### src/rtl/hex_scroll_display.sv
// Scrolling hex message display: switch-driven write buffer shown on seven-segment digits,
// with HOLD / SCROLL_L / SCROLL_R / BLANK modes and a prescaled scroll rate.
module hex_scroll_display #(
    parameter int unsigned NUM_DIGITS = 4,
    parameter int unsigned MSG_LEN    = 8,
    parameter int unsigned TICK_DIV   = 25000000
) (
    input  logic                      CLOCK_50,
    input  logic                      RESETN,
    input  logic [9:0]                SW,
    output logic [9:0]                LED,
    output logic [7*NUM_DIGITS-1:0]   HEX
);

    localparam int unsigned PW = (MSG_LEN > 1) ? $clog2(MSG_LEN) : 1;
    localparam int unsigned CW = $clog2(TICK_DIV);
    localparam int unsigned HW = 7 * NUM_DIGITS;

    typedef enum logic [1:0] {
        MODE_HOLD     = 2'd0,
        MODE_SCROLL_L = 2'd1,
        MODE_SCROLL_R = 2'd2,
        MODE_BLANK    = 2'd3
    } mode_e;

    // Active-low seven-segment font, bit 0 = a ... bit 6 = g.
    function automatic logic [6:0] font(input logic [3:0] code);
        case (code)
            4'h0: font = 7'h40;
            4'h1: font = 7'h79;
            4'h2: font = 7'h24;
            4'h3: font = 7'h30;
            4'h4: font = 7'h19;
            4'h5: font = 7'h12;
            4'h6: font = 7'h02;
            4'h7: font = 7'h78;
            4'h8: font = 7'h00;
            4'h9: font = 7'h10;
            4'hA: font = 7'h08;
            4'hB: font = 7'h03;
            4'hC: font = 7'h46;
            4'hD: font = 7'h21;
            4'hE: font = 7'h06;
            default: font = 7'h0E;
        endcase
    endfunction

    function automatic logic [PW-1:0] ptr_inc(input logic [PW-1:0] p);
        ptr_inc = (p == PW'(MSG_LEN - 1)) ? '0 : p + PW'(1);
    endfunction

    function automatic logic [PW-1:0] ptr_dec(input logic [PW-1:0] p);
        ptr_dec = (p == '0) ? PW'(MSG_LEN - 1) : p - PW'(1);
    endfunction

    // Buffer entry shown on digit d; digit NUM_DIGITS-1 (leftmost) shows entry off.
    function automatic logic [PW-1:0] disp_idx(input int unsigned d, input logic [PW-1:0] off);
        int unsigned sum;
        sum      = (32'(off) + NUM_DIGITS - 1 - d) % MSG_LEN;
        disp_idx = PW'(sum);
    endfunction

    // Reset synchroniser: asserts asynchronously, releases on the clock.
    logic rst_meta_q, rst_sync_q;
    always_ff @(posedge CLOCK_50 or negedge RESETN) begin
        if (!RESETN) begin
            rst_meta_q <= 1'b0;
            rst_sync_q <= 1'b0;
        end else begin
            rst_meta_q <= 1'b1;
            rst_sync_q <= rst_meta_q;
        end
    end

    logic [9:0]               sw_meta_q, sw_meta_d, sw_sync_q, sw_sync_d;
    logic                     sw3_prev_q, sw3_prev_d;
    logic [CW-1:0]            presc_q, presc_d;
    logic [1:0]               step_cnt_q, step_cnt_d, rate_q, rate_d;
    logic [PW-1:0]            off_q, off_d, wr_ptr_q, wr_ptr_d;
    logic [MSG_LEN-1:0]       valid_q, valid_d;
    logic [MSG_LEN-1:0][3:0]  code_q, code_d;
    logic                     toggle_q, toggle_d;
    logic [HW-1:0]            hex_q, hex_d;
    logic [9:0]               led_q, led_d;

    mode_e mode_c;
    logic  clear_c, write_c, tick_c, rate_chg_c, step_c;

    // Next-state: synchroniser, prescaler, step counter, buffer and pointers.
    always_comb begin
        sw_meta_d  = SW;
        sw_sync_d  = sw_meta_q;
        sw3_prev_d = sw_sync_q[3];
        rate_d     = sw_sync_q[9:8];
        mode_c     = mode_e'(sw_sync_q[1:0]);
        clear_c    = sw_sync_q[2];
        write_c    = sw_sync_q[3] & ~sw3_prev_q & ~clear_c;
        tick_c     = (presc_q == CW'(TICK_DIV - 1));
        presc_d    = tick_c ? '0 : presc_q + CW'(1);
        rate_chg_c = (rate_d != rate_q);
        step_c     = tick_c & ~rate_chg_c & (step_cnt_q == rate_q);

        if (rate_chg_c || step_c) begin
            step_cnt_d = '0;
        end else if (tick_c) begin
            step_cnt_d = step_cnt_q + 2'd1;
        end else begin
            step_cnt_d = step_cnt_q;
        end

        valid_d  = valid_q;
        code_d   = code_q;
        wr_ptr_d = wr_ptr_q;
        off_d    = off_q;
        toggle_d = toggle_q;

        if (clear_c) begin
            valid_d  = '0;
            wr_ptr_d = '0;
            off_d    = '0;
        end else begin
            if (write_c) begin
                valid_d[wr_ptr_q] = 1'b1;
                code_d[wr_ptr_q]  = sw_sync_q[7:4];
                wr_ptr_d          = ptr_inc(wr_ptr_q);
            end
            if (step_c) begin
                toggle_d = ~toggle_q;
                case (mode_c)
                    MODE_SCROLL_L: off_d = ptr_inc(off_q);
                    MODE_SCROLL_R: off_d = ptr_dec(off_q);
                    default:       off_d = off_q;
                endcase
            end
        end
    end

    // Output image from the current state; registered below, so it lags by one cycle.
    always_comb begin
        hex_d = '1;
        led_d = sw_sync_q;
        if (mode_c != MODE_BLANK) begin
            for (int unsigned d = 0; d < NUM_DIGITS; d++) begin
                hex_d[7*d +: 7] = valid_q[disp_idx(d, off_q)] ? font(code_q[disp_idx(d, off_q)])
                                                              : 7'h7F;
            end
            led_d = {toggle_q, &valid_q, 4'(wr_ptr_q), 4'(off_q)};
        end
    end

    always_ff @(posedge CLOCK_50 or negedge rst_sync_q) begin
        if (!rst_sync_q) begin
            sw_meta_q  <= '0;
            sw_sync_q  <= '0;
            sw3_prev_q <= 1'b0;
            presc_q    <= '0;
            step_cnt_q <= '0;
            rate_q     <= '0;
            off_q      <= '0;
            wr_ptr_q   <= '0;
            valid_q    <= '0;
            code_q     <= '0;
            toggle_q   <= 1'b0;
            hex_q      <= '1;
            led_q      <= '0;
        end else begin
            sw_meta_q  <= sw_meta_d;
            sw_sync_q  <= sw_sync_d;
            sw3_prev_q <= sw3_prev_d;
            presc_q    <= presc_d;
            step_cnt_q <= step_cnt_d;
            rate_q     <= rate_d;
            off_q      <= off_d;
            wr_ptr_q   <= wr_ptr_d;
            valid_q    <= valid_d;
            code_q     <= code_d;
            toggle_q   <= toggle_d;
            hex_q      <= hex_d;
            led_q      <= led_d;
        end
    end

    assign HEX = hex_q;
    assign LED = led_q;

endmodule

### config.mk
export PLATFORM = sky130hd
export DESIGN_NAME = hex_scroll_display
export DESIGN_NICKNAME = d
export VERILOG_FILES = /design/src/rtl/hex_scroll_display.sv
export SDC_FILE = /design/constraint.sdc
export NUM_CORES = 1
export LEC_CHECK = 0
export BUFFER_PORTS_ARGS = -buffer_cell sky130_fd_sc_hd__buf_2
export CORE_ASPECT_RATIO = 0.7
export CORE_MARGIN = 2
export CORE_UTILIZATION = 30
export DETAILED_ROUTE_END_ITERATION = 8
export PLACE_DENSITY = 0.42
export SETUP_SLACK_MARGIN = 0.4
export SYNTH_ARGS = -nofsm -noshare
export SYNTH_HDL_FRONTEND = slang
export SYNTH_SLANG_ARGS = --single-unit
### constraint.sdc
create_clock -name CLOCK_50 -period 5.3 [get_ports CLOCK_50]
set_clock_uncertainty 0.15 [all_clocks]
set_input_delay 0.265 -clock CLOCK_50 [delete_from_list [all_inputs] [get_ports CLOCK_50]]
set_output_delay 0.265 -clock CLOCK_50 [all_outputs]
set_load 0.05 [all_outputs]
==> impl_metrics.csv <==
group,metric,value,unit
power,p_int,2.046,mW
finish,area_growth,17.57,%
min_path,hp-class,"reg -> reg",
power,power,2.764,mW
sta,rsz0062_at_grt,"no",
min_path,whs_path_depth,0,
cts,clockBufferDepth,2,
die,die_area,0.02585,mm²
placed_design,place_congestion,0.8093,
die,die_width,191.3,µm
critical_path,rr_worst_depth,10,
die,rows,47,
detailed_routing,wl_met3,922,µm
sta,worstMarginPinSlew,1.153,ns
die,core,0.02388,mm²
power,netSwitchingPower,0.7183,mW
global_route,grt_max_degree,79,
global_route,grt_overflow,0,
synthesis,ys_async_sr_fraction,1.000,
detailed_routing,wl_met1,8728,µm
critical_path,crit_required,5.47,ns
sta,hold_viol,0,
sta,timing.fmax,0.2879,GHz
critical_path,arrival,3.64,ns
detailed_routing,met2_length,7604,µm
synthesis,ys.warnings.count,0,
placed_design,dp_hpwl,12500,µm
synthesis,syn-num-nets,646,
detailed_routing,ant_nets,0,
status,outcome,"finished clean",
global_route,antenna_found_initial,0,
synthesis,netlist.area_leader.share,0.3701,
detailed_routing,initialDrtViolationCount,277,
synthesis,synth-seq-area-share,0.4699,
placed_design,port_buffers,49,
global_route,grt_use_total,0.1447,
power,p_comb_frac,0.129,
sta,drv_slew,0,
critical_path,path_max_fanout,16,
global_route,grt_pass1_wl,28230,µm
power,p_seq_frac,0.413,
synthesis,yosysTopAreaCell,"dfrtp_1",
sta,holdWs,0.1957,ns
detailed_routing,first_pass_iters,4,
die,chipHeight,135.1,µm
detailed_routing,vias_per_cell,4.970,
power,p_per_area,319.1,mW/mm²
sta,setup_tns,0,ns
power,p_sw_frac,0.2598,
finish,nets,709,
synthesis,yosys-top-cells-area,"dfrtp_1, dfstp_2, mux4_2",
cts,htreeDepth,4,
critical_path,endpoint_kind,"flop",
sta,relSlewSlack,0.2093,
synthesis,syn-cell-area,0.007370,mm²
finish,fillCellCount,2349,
die,initial_core_util,0.3087,
detailed_routing,top_layer,"met4",
synthesis,yosys_most_used_dff,"dfrtp_1",
detailed_routing,route.detailed.drc,0,
die,io_pins,50,
finish,antennaDiodeCount,0,
cts,numCtsBuffers,17,
cts,clock_latency,0.43,ns
flow_run,drv_cap,0,
global_route,grt_pass1_vias,4974,
critical_path,timing_worst_setup_path_type,"reg -> reg",
detailed_routing,num_vias,4940,
finish,drive_above_1_share,0.2973,
power,clkPwrFrac,0.459,
power,ir_worst_vdd,210.1,µV
synthesis,syn_avg_cell_area,12.26,µm²
power,p_leak,3.719,nW
detailed_routing,routedWlPerCell,17.61,µm
cts,cts_root_buf,"clkbuf_16",
sta,period_share,0.6553,
sta,setup_viol,0,
cts,cts_tree,"yes",
cts,clock_sinks,137,
synthesis,ys_ff_latch,137,
synthesis,netlist_instances,601,
synthesis,synth_cell_type_count,60,
cts,path_clk_slew,0.06,ns
critical_path,start_kind,"flop",
finish,post-route-util,0.3629,
sta,min_period,3.473,ns
cts,cts_resized,0,
synthesis,synth-edff-count,0,
detailed_routing,wl,17510,µm
final cells by class:
class	instances	area (µm²)	area share
clock inverter	12	172.7	0.01993
sequential	137	3468	0.4003
inverter	23	86.33	0.009964
clock buffer	19	452.9	0.05227
multi-input combinational	420	3691	0.4260
timing repair buffer	65	395.4	0.04563
tap	318	397.9	0.04592
power groups by stage:
stage / clock network, mW / logic [mW] / registers (mW)
after floorplan: 0 / 0.231 / 1.19
after CTS: 1.30 / 0.359 / 1.14
after detailed placement: 0 / 0.350 / 1.16
after global placement: 0 / 0.345 / 1.16
final: 1.27 / 0.356 / 1.14
after global routing: 1.35 / 0.393 / 1.15
layout by cell type, fill, tap and decap left out, types with 5 or more instances in the layout:
cell type	n
a21o_1	5
a21oi_1	15
and2_1	6
and3_1	6
buf_2	49
clkbuf_16	17
dfrtp_1	107
dfstp_2	28
dlygate4sd3_1	12
ha_1	33
inv_1	21
mux2_2	43
mux2i_1	36
mux4_2	29
nand2_1	51
nand2b_1	12
nand3_1	20
nand4_1	10
nor2_1	27
nor2b_1	6
o211ai_1	7
o21ai_0	10
o21ai_1	9
o221ai_1	8
xnor2_1	17
xor2_1	12
flip-flops by register name, summed over array words and instances (netlist names), 2 cells and up:
| signal | count |
|---|---|
| sw_sync_q | 10 |
| sw_meta_q | 10 |
| wr_ptr_q | 3 |
| off_q | 3 |
| code_q | 32 |
| LED | 10 |
| rate_q | 2 |
| HEX | 28 |
| valid_q | 8 |
| step_cnt_q | 2 |
| presc_q | 25 |
routing by layer:
metal | vias to the layer above | track usage
met5 | - | 0
met4 | 0 | 0.05000
met3 | 19 | 0.03626
met2 | 102 | 0.2110
met1 | 2502 | 0.2084
li1 | 2317 | -
cells in the mapped netlist (3+ instances only):
master,n
o221ai_1,8
a21oi_1,15
buf_6,4
nand2_1,51
clkbuf_1,7
nor2_1,27
o22ai_1,3
mux2i_1,36
dfrtp_1,109
buf_2,7
mux2_1,4
nand4_1,10
and3_1,6
nand2b_1,12
xor2_1,12
o21ai_0,10
o211ai_1,7
nand4b_1,3
nor2b_1,6
ha_1,33
a21o_1,5
o21ai_1,9
dfstp_2,28
xnor2_1,17
nor4_1,4
mux4_2,29
buf_4,3
inv_1,21
and2_1,6
nor3_1,3
mux2_2,43
and4_1,3
nand3_1,20
nor3b_1,4
worst max-delay path, cell delays in order (launching register included):
cell and delay, ns:
dfrtp_1 0.43, inv_1 0.12, ha_1 0.29, xnor2_4 0.55
mux4_2 0.43, mux2i_1 0.43, inv_1 0.18, ha_1 0.28
mux2_1 0.29, mux2i_1 0.15, nand2_1 0.07
path summary, 6_finish.rpt:
check	start	end	slack, ns
max in group asynchronous	rst_sync_q	HEX[22]	3.63
min	rst_meta_q	rst_sync_q	0.20
max	off_q[1]	HEX[3]	1.83
min reg2reg	rst_meta_q	rst_sync_q	0.20
min in group asynchronous	rst_sync_q	step_cnt_q[1]	0.34
max reg2reg	off_q[1]	HEX[3]	1.83
stage by stage:
step	area, µm²	cells	setup WS, ns
after floorplan	7370	601	1.099
after global placement	7919	951	1.932
after detailed placement	7919	951	1.821
after CTS	8665	994	1.788
after global routing	8665	994	1.496
final	8665	994	1.827
cells by family (layout without fill, tap and decap cells):
| kind of cell | count (synthesis) | count (layout) | share of synthesized area |
|---|---|---|---|
| and+or+nand+nor | 170 | 170 | 0.1228 |
| DFF | 137 | 137 | 0.4700 |
| muxes | 115 | 115 | 0.2173 |
| AOI/OAI and AO/OA | 69 | 69 | 0.06061 |
| buffers and inverters | 44 | 119 | 0.02920 |
| adders and majority gates | 33 | 33 | 0.05603 |
| xor gates and xnor gates | 32 | 32 | 0.04363 |
| other | 1 | 1 | 0.0005088 |
what timing repair did:
item                                   CTS  global route
hold buffers                            12             0
setup buffers                            0             0
endpoints found under the hold margin   12             0
No activity file was read; power rests on OpenSTA's default activity.
